### config.mk
export PLATFORM = sky130hd
export DESIGN_NAME = seq_frame_tx
export DESIGN_NICKNAME = d
export VERILOG_FILES = /design/src/rtl/seq_pkg.sv /design/src/rtl/seq_frame_tx_piso.sv /design/src/rtl/seq_frame_tx.sv
export SDC_FILE = /design/constraint.sdc
export NUM_CORES = 1
export LEC_CHECK = 0
export CORE_MARGIN = 3
export CORE_UTILIZATION = 25
export CTS_CLUSTER_DIAMETER = 100
export DETAILED_ROUTE_END_ITERATION = 10
export PLACE_DENSITY_LB_ADDON = 0.25
export SLEW_MARGIN = 10
export SYNTH_ARGS = -nofsm -noshare
export SYNTH_HDL_FRONTEND = slang
export SYNTH_SLANG_ARGS = --single-unit
export TNS_END_PERCENT = 5
### constraint.sdc
create_clock -name clk -period 2.7 [get_ports clk]
set_input_delay 0.54 -clock clk [delete_from_list [all_inputs] [get_ports clk]]
set_output_delay 0.54 -clock clk [all_outputs]
set_load 0.01 [all_outputs]
### src/rtl/seq_pkg.sv
// Shared definitions for the serial frame transmitter and the downstream
// 101 sequence detector: FSM state encoding, the default preamble pattern and
// a small helper used to size counters.
package seq_pkg;

  typedef enum logic [1:0] {
    TX_IDLE     = 2'd0,
    TX_PREAMBLE = 2'd1,
    TX_PAYLOAD  = 2'd2,
    TX_GAP      = 2'd3
  } tx_state_t;

  // Frame-start marker; also the pattern the downstream detector looks for.
  localparam logic [2:0] SEQ_PREAMBLE_101 = 3'b101;

  // Largest of three lengths, used to size a shared phase counter.
  function automatic int max3(input int a, input int b, input int c);
    int m;
    m = a;
    if (b > m) m = b;
    if (c > m) m = c;
    return m;
  endfunction

endpackage

### src/rtl/seq_frame_tx_piso.sv
// Parallel-in serial-out shift register. Load has priority over shift; the
// serial output is the MSB, and each shift moves the next bit into the MSB.
module piso_shift #(
  parameter int WIDTH = 8
) (
  input  logic             clk,
  input  logic             reset,
  input  logic             load,
  input  logic             shift_en,
  input  logic [WIDTH-1:0] load_data,
  output logic             msb
);

  logic [WIDTH-1:0] sr_q;

  // Hold, load a new word, or shift left by one (zero fill).
  always_ff @(posedge clk or posedge reset) begin
    if (reset) begin
      sr_q <= '0;
    end else if (load) begin
      sr_q <= load_data;
    end else if (shift_en) begin
      sr_q <= sr_q << 1;
    end
  end

  assign msb = sr_q[WIDTH-1];

endmodule

### src/rtl/seq_frame_tx.sv
// Serial frame transmitter: PREAMBLE + payload (MSB first) + GAP zeros, one
// bit per clock on a registered line that idles low.
//
// Handshake: a word is accepted on a rising edge where in_valid & in_ready.
// in_ready depends only on state/counter (never on in_valid); it is high in
// IDLE and during the last GAP bit, so back-to-back frames have no idle bit.
// in_valid while in_ready is low is ignored and in_data is not sampled.
module seq_frame_tx import seq_pkg::*; #(
  parameter int                 WIDTH    = 8,
  parameter int                 PRE_LEN  = 3,
  parameter logic [PRE_LEN-1:0] PREAMBLE = SEQ_PREAMBLE_101,
  parameter int                 GAP_LEN  = 2
) (
  input  logic             clk,
  input  logic             reset,
  input  logic             in_valid,
  input  logic [WIDTH-1:0] in_data,
  output logic             in_ready,
  output logic             data,
  output logic             busy,
  output logic             frame_done,
  output tx_state_t        state_dbg
);

  localparam int CNT_MAX = max3(PRE_LEN, WIDTH, GAP_LEN);
  localparam int CW      = $clog2(CNT_MAX + 1);

  localparam logic [CW-1:0] PRE_LAST = CW'(PRE_LEN - 1);
  localparam logic [CW-1:0] PAY_LAST = CW'(WIDTH - 1);
  localparam logic [CW-1:0] GAP_LAST = CW'(GAP_LEN - 1);

  tx_state_t          state_q, state_d;
  logic [CW-1:0]      cnt_q, cnt_d;
  logic               data_q, data_d;
  logic               busy_q;
  logic               load, shift_en;
  logic               sr_msb;
  logic [PRE_LEN-1:0] pre_shifted;

  piso_shift #(.WIDTH(WIDTH)) u_piso (
    .clk       (clk),
    .reset     (reset),
    .load      (load),
    .shift_en  (shift_en),
    .load_data (in_data),
    .msb       (sr_msb)
  );

  // Next state, counter, handshake and the bit to put on the line next cycle.
  // The payload bit is taken from the shift register MSB on the same edge the
  // register shifts, so the register always holds the not-yet-sent bits.
  always_comb begin
    state_d     = state_q;
    cnt_d       = cnt_q;
    load        = 1'b0;
    shift_en    = 1'b0;
    in_ready    = 1'b0;
    frame_done  = 1'b0;
    data_d      = 1'b0;
    pre_shifted = '0;

    case (state_q)
      TX_IDLE: begin
        in_ready = 1'b1;
        if (in_valid) begin
          load    = 1'b1;
          state_d = TX_PREAMBLE;
          cnt_d   = '0;
        end
      end
      TX_PREAMBLE: begin
        if (cnt_q == PRE_LAST) begin
          state_d  = TX_PAYLOAD;
          cnt_d    = '0;
          shift_en = 1'b1;
        end else begin
          cnt_d = cnt_q + 1'b1;
        end
      end
      TX_PAYLOAD: begin
        if (cnt_q == PAY_LAST) begin
          state_d = TX_GAP;
          cnt_d   = '0;
        end else begin
          cnt_d    = cnt_q + 1'b1;
          shift_en = 1'b1;
        end
      end
      TX_GAP: begin
        if (cnt_q == GAP_LAST) begin
          in_ready   = 1'b1;
          frame_done = 1'b1;
          cnt_d      = '0;
          if (in_valid) begin
            load    = 1'b1;
            state_d = TX_PREAMBLE;
          end else begin
            state_d = TX_IDLE;
          end
        end else begin
          cnt_d = cnt_q + 1'b1;
        end
      end
      default: begin
        state_d = TX_IDLE;
        cnt_d   = '0;
      end
    endcase

    // Preamble bit index counts down from PRE_LEN-1 as the counter counts up.
    pre_shifted = PREAMBLE << cnt_d;
    case (state_d)
      TX_PREAMBLE: data_d = pre_shifted[PRE_LEN-1];
      TX_PAYLOAD:  data_d = sr_msb;
      default:     data_d = 1'b0;
    endcase
  end

  // State, counter and the registered line/busy outputs.
  always_ff @(posedge clk or posedge reset) begin
    if (reset) begin
      state_q <= TX_IDLE;
      cnt_q   <= '0;
      data_q  <= 1'b0;
      busy_q  <= 1'b0;
    end else begin
      state_q <= state_d;
      cnt_q   <= cnt_d;
      data_q  <= data_d;
      busy_q  <= (state_d != TX_IDLE);
    end
  end

  assign data      = data_q;
  assign busy      = busy_q;
  assign state_dbg = state_q;

endmodule
==> metrics, run 1 <==
WP data arrival 2.01 ns; Num CTS Buffers 3; worst hold path class flip-flop to flip-flop; CP Max Fanout 6; synth-to-layout area growth 30.04%; Final Hold Fails 0; Unique masters post-synth 36; Pleak 0.5598 nW; Syn Inst Count 111; placed instance area 0.001254 mm^2; period utilization 94.50%; cell breakdown of the critical path ha_1 > and4bb_2 > nor2_1 > nor2_1 > clkdlybuf4s50_1; routed vias 904; Yosys Warn Count 0; Pwr Density 1090 mW/mm^2; fill count 395; max cap viols 0; vias in the first global route 870; final setup violating endpoints 0; Crit-path slowest cell clkdlybuf4s50_1; DRT Pass-1 Iters 4; Routed WL 2.438 mm; post-synthesis sequential element count 16; CP peak stage delay 0.55 ns; final core utilization 35.25%; DRC violations left 0; Core Footprint 0.003826 mm^2; Hold Startpoint u_piso.sr_q[6]; n_diodes 0; Worst-Margin Slew 0.6164 ns; Port Buffers 16; gr usage total 9.914%; share of layout cells above drive strength 1 16.67%; Max-Slew Margin vs Limit 58.86%; vias per cell 5.022; worst vdd ir 0.0004606 V; R2R cell count 9; CTS tree built; std cell rows 22; post-synthesis net count 132; RSZ-0062 raised after global routing yes; crit path from state_dbg[0]; DPL Wire Length 1.791 mm; Clk Latency, worst-skew pair 0.24 ns; initial antenna violation count 0; CP most frequent cell nor2_1; largest net degree at the start of global routing 17; Die X 70.41 um; total power draw 0.001470 W; Initial Utilization 27.11%; Tmin final 2.552 ns; Syn Std Cell Area 0.001037 mm^2; Hold Path Cell Cnt 1; die area 0.004958 mm^2; status finished clean; first-pass GRT wire length 4.015 mm; clock slew at reported path FFs 0.06 ns; routed wire length per instance 13.54 um; root buffer cell clkbuf_8; Final Max Tran Viols 0; crit path kind flip-flop to output pin; Initial DRC Count 47; WP data required 2.16 ns; H-tree levels 1; CP Capture Type output pin; FMAX 391.9 MHz; GP Congestion 0.7563; mean area per synthesized cell 9.345 um^2; Die H 70.41 um; grt ovf 0; worst-case clock buffer depth 2; sequential area share after synthesis 38.60%; Antenna Nets Post-Route 0; Worst Clk Skew 0.005774 ns; IO Count 17; TritonCTS Sinks 16; Finished Cell Area 0.001349 mm^2; Worst setup SP type flip-flop; final layout net count 155; RR Startpoint cnt_q[0]
through the flow:
stage,worst slack [ns],TNS (ns),std cells,hold slack (ns)
finish,0.1484,0,180,0.5178
global route,-0.02866,-0.02866,180,0.5499
CTS,0.05444,0,176,0.5178
detailed placement,0.09894,0,173,0.5025
global placement,0.1768,0,173,0.4983
floorplan,0.2823,0,111,0.4537
state kept, by name, summed over array words and instances, names as in the netlist:
name         flops
u_piso.sr_q      8
cnt_q            4
state_dbg        2
busy             1
data             1
area by class of cell:
class	count	area [um^2]	share of cell area (%)
flip-flops and latches	16	402.9	29.87
inverters	12	45.04	3.340
clock buffers	3	41.29	3.061
multi-input cells	78	586.8	43.51
well taps	48	60.06	4.453
repair buffers	23	212.7	15.77
layout by cell type, fill, tap and decap left out, types with 2 or more instances in the layout:
| master | synthesis | routed |
|---|---|---|
| a221o_1 | 3 | 3 |
| a31oi_1 | 6 | 6 |
| buf_4 | 0 | 7 |
| clkbuf_8 | 0 | 3 |
| clkdlybuf4s50_1 | 0 | 16 |
| dfrtp_1 | 16 | 14 |
| dfrtp_2 | 0 | 2 |
| ha_1 | 10 | 7 |
| ha_2 | 0 | 3 |
| inv_1 | 11 | 10 |
| inv_2 | 1 | 2 |
| nand2_1 | 2 | 2 |
| nand3_1 | 8 | 8 |
| nor2_1 | 12 | 12 |
| o211ai_1 | 3 | 3 |
| o21a_1 | 2 | 2 |
| o21ai_0 | 10 | 10 |
| o31ai_1 | 2 | 2 |
| or3b_4 | 1 | 2 |
worst max-delay path, delay by kind of cell (launching register included):
kind,cells,cell delay [ns]
flops,1,0.43
fa+ha+maj,1,0.25
buf+inv,1,0.55
simple gates,3,0.54
final timing paths:
path,to,slack [ns]
min,u_piso.sr_q[7],0.52
max reg2reg,data,0.17
max,in_ready,0.15
min in group asynchronous,u_piso.sr_q[0],0.67
min reg2reg,u_piso.sr_q[7],0.52
max in group asynchronous,cnt_q[0],1.59
repair_timing:
action                     CTS  global route
hold buffers                 0             0
buffers inserted             0             4
setup endpoints to repair    0             2
resized for setup            0             9
Yosys cell counts:
cell type	count	share of area, %
o21a_1	2	1.4
buf_1	1	0.36
a221oi_2	1	1.4
o311ai_0	1	0.84
o21ai_0	10	4.8
and4bb_2	1	1.2
nand3b_1	1	0.72
o22a_1	1	0.84
buf_6	1	1.1
a222oi_1	1	0.97
a22oi_1	1	0.72
a32o_1	1	0.97
nand2b_1	1	0.60
a31oi_1	6	3.6
or3b_4	1	1.1
inv_1	11	4.0
o31ai_1	2	1.4
xor2_1	1	0.84
and2_1	1	0.60
a21boi_1	1	0.72
dfrtp_1	16	39
o211ai_1	3	2.2
ha_1	10	12
o32ai_1	1	0.84
o22ai_1	1	0.60
a21oi_1	1	0.48
nand2_1	2	0.72
a221o_1	3	2.9
nand3_1	8	3.9
clkbuf_1	3	1.1
nor2_1	12	4.3
or3b_1	1	0.84
a32oi_1	1	0.84
inv_2	1	0.36
xnor2_1	1	0.84
a32o_2	1	1.1
cell families after synthesis:
kind of cell	Yosys count	share of synthesized area, %
flops	16	38.60
buf+inv	17	6.875
xor+xnor	2	1.689
simple gates	28	13.99
compound gates	38	26.78
fa+ha+maj	10	12.06
where the power goes:
part           internal (W)  leakage (nW)  switching, W
logic              0.000413         0.343      0.000460
clock network     0.0000985        0.0216     0.0000716
registers          0.000348         0.195     0.0000791
metal layers:
layer	vias up	wire length, um	track usage [%]
met5	-	0	0
met4	0	31	3.191
met2	17	1149	15.59
li1	451	-	-
met3	4	81	1.439
met1	432	1176	13.84
(Power assumes the default switching activity.)
==> run 2: changes to the inputs <==
Settings changed: GPL_TIMING_DRIVEN from default to 0.
==> run 2 against run 1 <==
Net effect:
- power up 3.0%
- worst setup slack worse by 0.052 ns
- sequential share of layout area down 0.083 points
- critical path depth unchanged
- largest power group unchanged
- final cell count unchanged
- hold slack better by 0.0065 ns
- clock skew about the same
- sequential power down 1%
- first-iteration DRC count up 17%
- register-to-register slack worse by 0.07 ns
- clock power up 22%
- final area up 0.28%
==> metrics, run 2 (synthesis gave the netlist of run 1 again) <==
Hold Startpoint u_piso.sr_q[6] (unchanged); Setup WS pre-CTS 0.009384 ns (was 0.09894 ns); worst-case clock buffer depth 2 (unchanged); CTS tree built (unchanged); H-tree levels 1 (unchanged); worst hold path class flip-flop to flip-flop (unchanged); cell breakdown of the critical path ha_1 > and4bb_2 > nor2_1 > nor2_1 > clkdlybuf4s50_1 (unchanged); crit path kind flip-flop to output pin (unchanged); Port Buffers 15 (was 16); TritonCTS Sinks 16 (unchanged); Die H 70.41 um (unchanged); CP Capture Type output pin (unchanged); Initial DRC Count 55 (was 47); Die X 70.41 um (unchanged); status finished clean (unchanged); worst hold margin 0.5243 ns (was 0.5178 ns); share of layout cells above drive strength 1 15.91% (was 16.67%); Final Hold Fails 0 (unchanged); hold endpoint u_piso.sr_q[7] (unchanged); Int Pwr 0.0008837 W (was 0.0008589 W); Antenna Nets Post-Route 0 (unchanged); sequential share of power 27.9% (was 29.0%); DRT Pass-1 Iters 4 (unchanged); WP data arrival 2.06 ns (was 2.01 ns); Final WS setup 0.09659 ns (was 0.1484 ns); Pleak 0.5551 nW (was 0.5598 nW); grt ovf 0 (unchanged); total power draw 0.001513 W (was 0.001470 W); R2R cell count 11 (was 9); final layout net count 154 (was 155); vias in the first global route 900 (was 870); CP Max Fanout 6 (unchanged); most flop-heavy register u_piso.sr_q (unchanged); routed vias 916 (was 904); Reg-to-Reg End data (unchanged); Largest register FFs 8 (unchanged); period utilization 96.42% (was 94.50%); FMAX 384.1 MHz (was 391.9 MHz); gr usage total 10.27% (was 9.914%); IO Count 17 (unchanged); CP peak stage delay 0.56 ns (was 0.55 ns); DPL Wire Length 1.863 mm (was 1.791 mm); max cap viols 0 (unchanged); routed wire length per instance 13.68 um (was 13.54 um); crit path buf inv count 1 (unchanged); Core Footprint 0.003826 mm^2 (unchanged); Final Max Tran Viols 0 (unchanged); clock slew at reported path FFs 0.06 ns (about the same); initial antenna violation count 0 (unchanged); Max-Slew Margin vs Limit 52.59% (was 58.86%); Worst Clk Skew 0.005284 ns (was 0.005774 ns); commonest non-fill, non-tap cell in the layout clkdlybuf4s50_1 (unchanged); Initial Utilization 27.11% (unchanged); WP data required 2.16 ns (about the same); Pwr Density 1119 mW/mm^2 (was 1090 mW/mm^2); GP Congestion 0.8264 (was 0.7563); CP top delay family buffers and inverters (unchanged); Comb power frac 58.4% (was 59.4%); Worst setup SP type flip-flop (unchanged); commonest non-fill, non-tap cells in the layout 15 x clkdlybuf4s50_1, 14 x dfrtp_1, 12 x nor2_1, 10 x o21ai_0, 9 x inv_1 (was 16 x clkdlybuf4s50_1, 14 x dfrtp_1, 12 x nor2_1, 10 x inv_1, 10 x o21ai_0); RR Startpoint cnt_q[1] (was cnt_q[0]); CP most frequent cell nor2_1 (unchanged); Switching Power 0.0006298 W (was 0.0006109 W); worst vdd ir 0.0003569 V (was 0.0004606 V); vias per cell 5.089 (was 5.022); die area 0.004958 mm^2 (unchanged); Clk Latency, worst-skew pair 0.25 ns (was 0.24 ns); largest net degree at the start of global routing 17 (unchanged); final core utilization 35.35% (was 35.25%); n_diodes 0 (unchanged); Crit-path slowest cell clkdlybuf4s50_1 (unchanged); Hold Path Cell Cnt 1 (unchanged); DRC violations left 0 (unchanged); std cell rows 22 (unchanged); first-pass GRT wire length 4.126 mm (was 4.015 mm); Sw Ratio 41.61% (was 41.56%); synth-to-layout area growth 30.40% (was 30.04%); Tmin final 2.603 ns (was 2.552 ns); Worst-Margin Slew 0.7111 ns (was 0.6164 ns); final setup violating endpoints 0 (unchanged); Num CTS Buffers 3 (unchanged); Routed WL 2.462 mm (was 2.438 mm); Clk pwr share 13.7% (was 11.6%); R2R setup slack 0.1 ns (was 0.17 ns); root buffer cell clkbuf_8 (unchanged)
-- run 2: layer usage --
| layer | global-route usage [%] | part of all wire, % | vias up |
|---|---|---|---|
| met5 | 0 | 0 | - |
| li1 | - | - | 451 |
| met2 | 15.59 | 45 | 25 |
| met3 | 1.871 | 3.9 | 6 |
| met4 | 5.106 | 1.8 | 0 |
| met1 | 13.85 | 49 | 434 |
-- run 2: power by group through the flow --
stage / Combinational, W / Clock [W] / Sequential, W
floorplan: 0.000558 / 0 / 0.000413
global placement: 0.000783 / 0 / 0.000417
detailed placement: 0.000799 / 0 / 0.000419
CTS: 0.000809 / 0.000215 / 0.000415
global route: 0.000991 / 0.000226 / 0.000435
finish: 0.000884 / 0.000207 / 0.000422
-- run 2: worst max path at each step --
stage	from	to	slack [ns]	depth (start not counted)
floorplan	cnt_q[0]	data	0.28	9
global placement	cnt_q[0]	data	0.07	9
detailed placement	cnt_q[0]	data	0.009	9
CTS	cnt_q[0]	data	0.008	9
global route	state_dbg[1]	in_ready	-0.006	6
finish	state_dbg[0]	in_ready	0.1	5
-- run 2: per-stage QoR --
| step | area (um^2) | std cells | setup TNS (ns) |
|---|---|---|---|
| 6_report | 1353 | 180 | 0 |
| 5_1_grt | 1353 | 180 | -0.005582 |
| 4_1_cts | 1304 | 178 | 0 |
| 3_5_place_dp | 1247 | 174 | 0 |
| 3_3_place_gp | 1247 | 174 | 0 |
| 2_1_floorplan | 1037 | 111 | 0 |
-- run 2: cell type report --
cell class	instances	area, um^2
Inverter	12	45.04
Timing Repair Buffer	17	165.2
Clock buffer	4	55.05
Sequential cell	16	402.9
Fill cell	377	2474
Buffer	5	27.53
Multi-Input combinational cell	78	596.8
Tap cell	48	60.06
-- run 2: worst register-to-register path, cell delays in order, from the launching register on --
cell      delay [ns]
dfrtp_1         0.41
inv_2           0.07
ha_2            0.17
or3b_4          0.40
a221o_1         0.42
a221oi_4        0.31
buf_4           0.16
inv_2           0.03
ha_1            0.17
and2_1          0.13
o311ai_1        0.07
o31ai_1         0.12
-- run 2: timing repair --
action,4_1_cts,5_1_grt
gates resized for setup,1,11
setup buffers,0,2
endpoints found under the setup margin,1,2
hold buffers,0,0
pin swaps,0,5
==> patch (settings of run 2) <==
Set the parameter `GAP_LEN` to 4 (it was 2).
--- a/src/rtl/seq_frame_tx.sv
+++ b/src/rtl/seq_frame_tx.sv
@@ -9,7 +9,7 @@
   parameter int                 WIDTH    = 8,
   parameter int                 PRE_LEN  = 3,
   parameter logic [PRE_LEN-1:0] PREAMBLE = SEQ_PREAMBLE_101,
-  parameter int                 GAP_LEN  = 2
+  parameter int                 GAP_LEN  = 4
 ) (
   input  logic             clk,
   input  logic             reset,
Function: same outputs for any inputs over 10 cycles, from zero or initial values and one cycle with reset high; that may be too few to reach the edited logic, so the function may still have changed.
==> patch against run 2 <==
- area after synthesis rose by 1.9%
- first-iteration DRC count down 35%
- sequential cell count is the same
- synthesized cell count stayed put
- die area rose by 1.8%
- cell area is 4.4% higher
- global-route usage decreased by 0.61 points
- setup slack lost 0.033 ns
- via count shrank 3.9%
- power up 8.8%
- wire length fell by 5.0%
- largest cell class unchanged
- highest routed layer unchanged
==> patch: results (changes against run 2) <==
| Metric | Value |
|---|---|
| Status | complete, no violations |
| DP HPWL | 1750 um (-6.0%) |
| Fill count | 435 (+15%) |
| Netlist cell types | 31 (-14%) |
| Actual slew at the worst max-slew pin | 0.632 ns (-0.0786 ns) |
| Final net count | 153 (-0.65%) |
| Hold path depth | 2 (+1) |
| Clock Latency Late Sink | 0.25 ns (about the same) |
| P_leak | 0.620 nW (+12%) |
| Post-synthesis async set-or-reset flop share | 100% (unchanged) |
| Via Count | 880 (-3.9%) |
| Met1 usage in global routing | 13.8% (about the same) |
| Maximum VDD drop | 0.383 mV (+7.4%) |
| DR WL/cell | 12.9 um (-6.0%) |
| Worst r2r src | cnt_q[0] |
| Initial DRC Count | 36 (-35%) |
| Top post-synthesis cells by count | dfrtp_1, inv_1, ha_1, nand2_1 |
| Worst R2R Setup Slack | 0.06 ns (-0.03 ns) |
| Worst Clk Skew | 0.0102 ns (+0.00496 ns) |
| Met3 Use GR | 1.28% (-0.59 points) |
| Global-route wire length before repair | 3940 um (-4.5%) |
| Synth top area cells | dfrtp_1, ha_1, mux2i_1 |
| GP Congestion | 0.761 (-7.9%) |
| R2R cell count | 10 (-1) |
| Share of layout cells above drive strength 1 | 16.7% (+0.76 points) |
| All-Layer GR Usage | 9.66% (-0.61 points) |
| M2 GR Usage | 14.7% (-0.87 points) |
| Net Count, Synth | 131 (-0.76%) |
| Seq/Total Area, Yosys | 37.9% (-0.73 points) |
==> patch: changes by cell type in the layout (fill, tap and decap cells not counted), moves of 5 or more <==
cell     delta
nand2_1     +6
nor2b_1     +5
a31oi_1     -6
o21ai_0     -9
a21oi_1     +5
nor2_1      -6
mux2i_1     +6
==> patch: worst max-delay path, stage by stage, from the launching register on <==
cell      delay (ns)
dfrtp_1         0.42
inv_1           0.08
ha_2            0.17
or3b_4          0.41
a21oi_4         0.15
or3b_4          0.41
a221oi_4        0.32
ha_4            0.26
nand2_2         0.05
nor4_1          0.04
a32o_2          0.23
==> patch: power breakdown <==
group	switching [mW]	internal, mW
Combinational	0.525	0.491
Clock	0.0809	0.129
Sequential	0.0760	0.345
==> patch: metrics by stage <==
stage               area (sq um)  hold WS, ns
finish                      1410        0.518
global route                1410        0.556
floorplan                   1060        0.454
global placement            1270        0.488
detailed placement          1270        0.495
CTS                         1340        0.517
==> patch: final cells by class <==
class	instances	area, sq um	area share [%]
multi-input cells	81	676	47.8
well taps	50	62.6	4.43
plain buffers	4	15.0	1.06
flip-flops and latches	16	402	28.4
repair buffers	17	165	11.7
clock buffers	4	55.1	3.90
inverters	10	37.5	2.66
==> patch: how the worst max path moves through the flow <==
stage	startpoint	slack (ns)	to	cells after the start
CTS	cnt_q[0]	-0.05	data	10
floorplan	cnt_q[0]	0.12	data	10
global route	cnt_q[0]	-0.03	data	10
global placement	cnt_q[0]	-0.1	data	10
finish	cnt_q[0]	0.06	data	10
detailed placement	cnt_q[0]	-0.16	data	10
==> patch: metal layers <==
metal | share of wire [%] | routed length (um) | vias up
li1 | - | - | 447
met1 | 50 | 1170 | 410
met2 | 46 | 1080 | 21
met3 | 3.5 | 83 | 2
met4 | 0.51 | 12 | 0
met5 | 0 | 0 | -
==> patch: logic make-up after synthesis <==
group,count (synthesis),synth area share (%)
flip-flops,16,37.9
adder cells (fa/ha/maj),9,10.7
AO/OA/AOI/OAI,25,18.5
buffers and inverters,14,4.97
AND/OR/NAND/NOR,41,22.4
multiplexers,6,5.68
==> patch: what timing repair did <==
item	4_1_cts	5_1_grt
pin swaps	0	4
endpoints found under the setup margin	2	2
buffers inserted	0	2
resized for setup	3	12
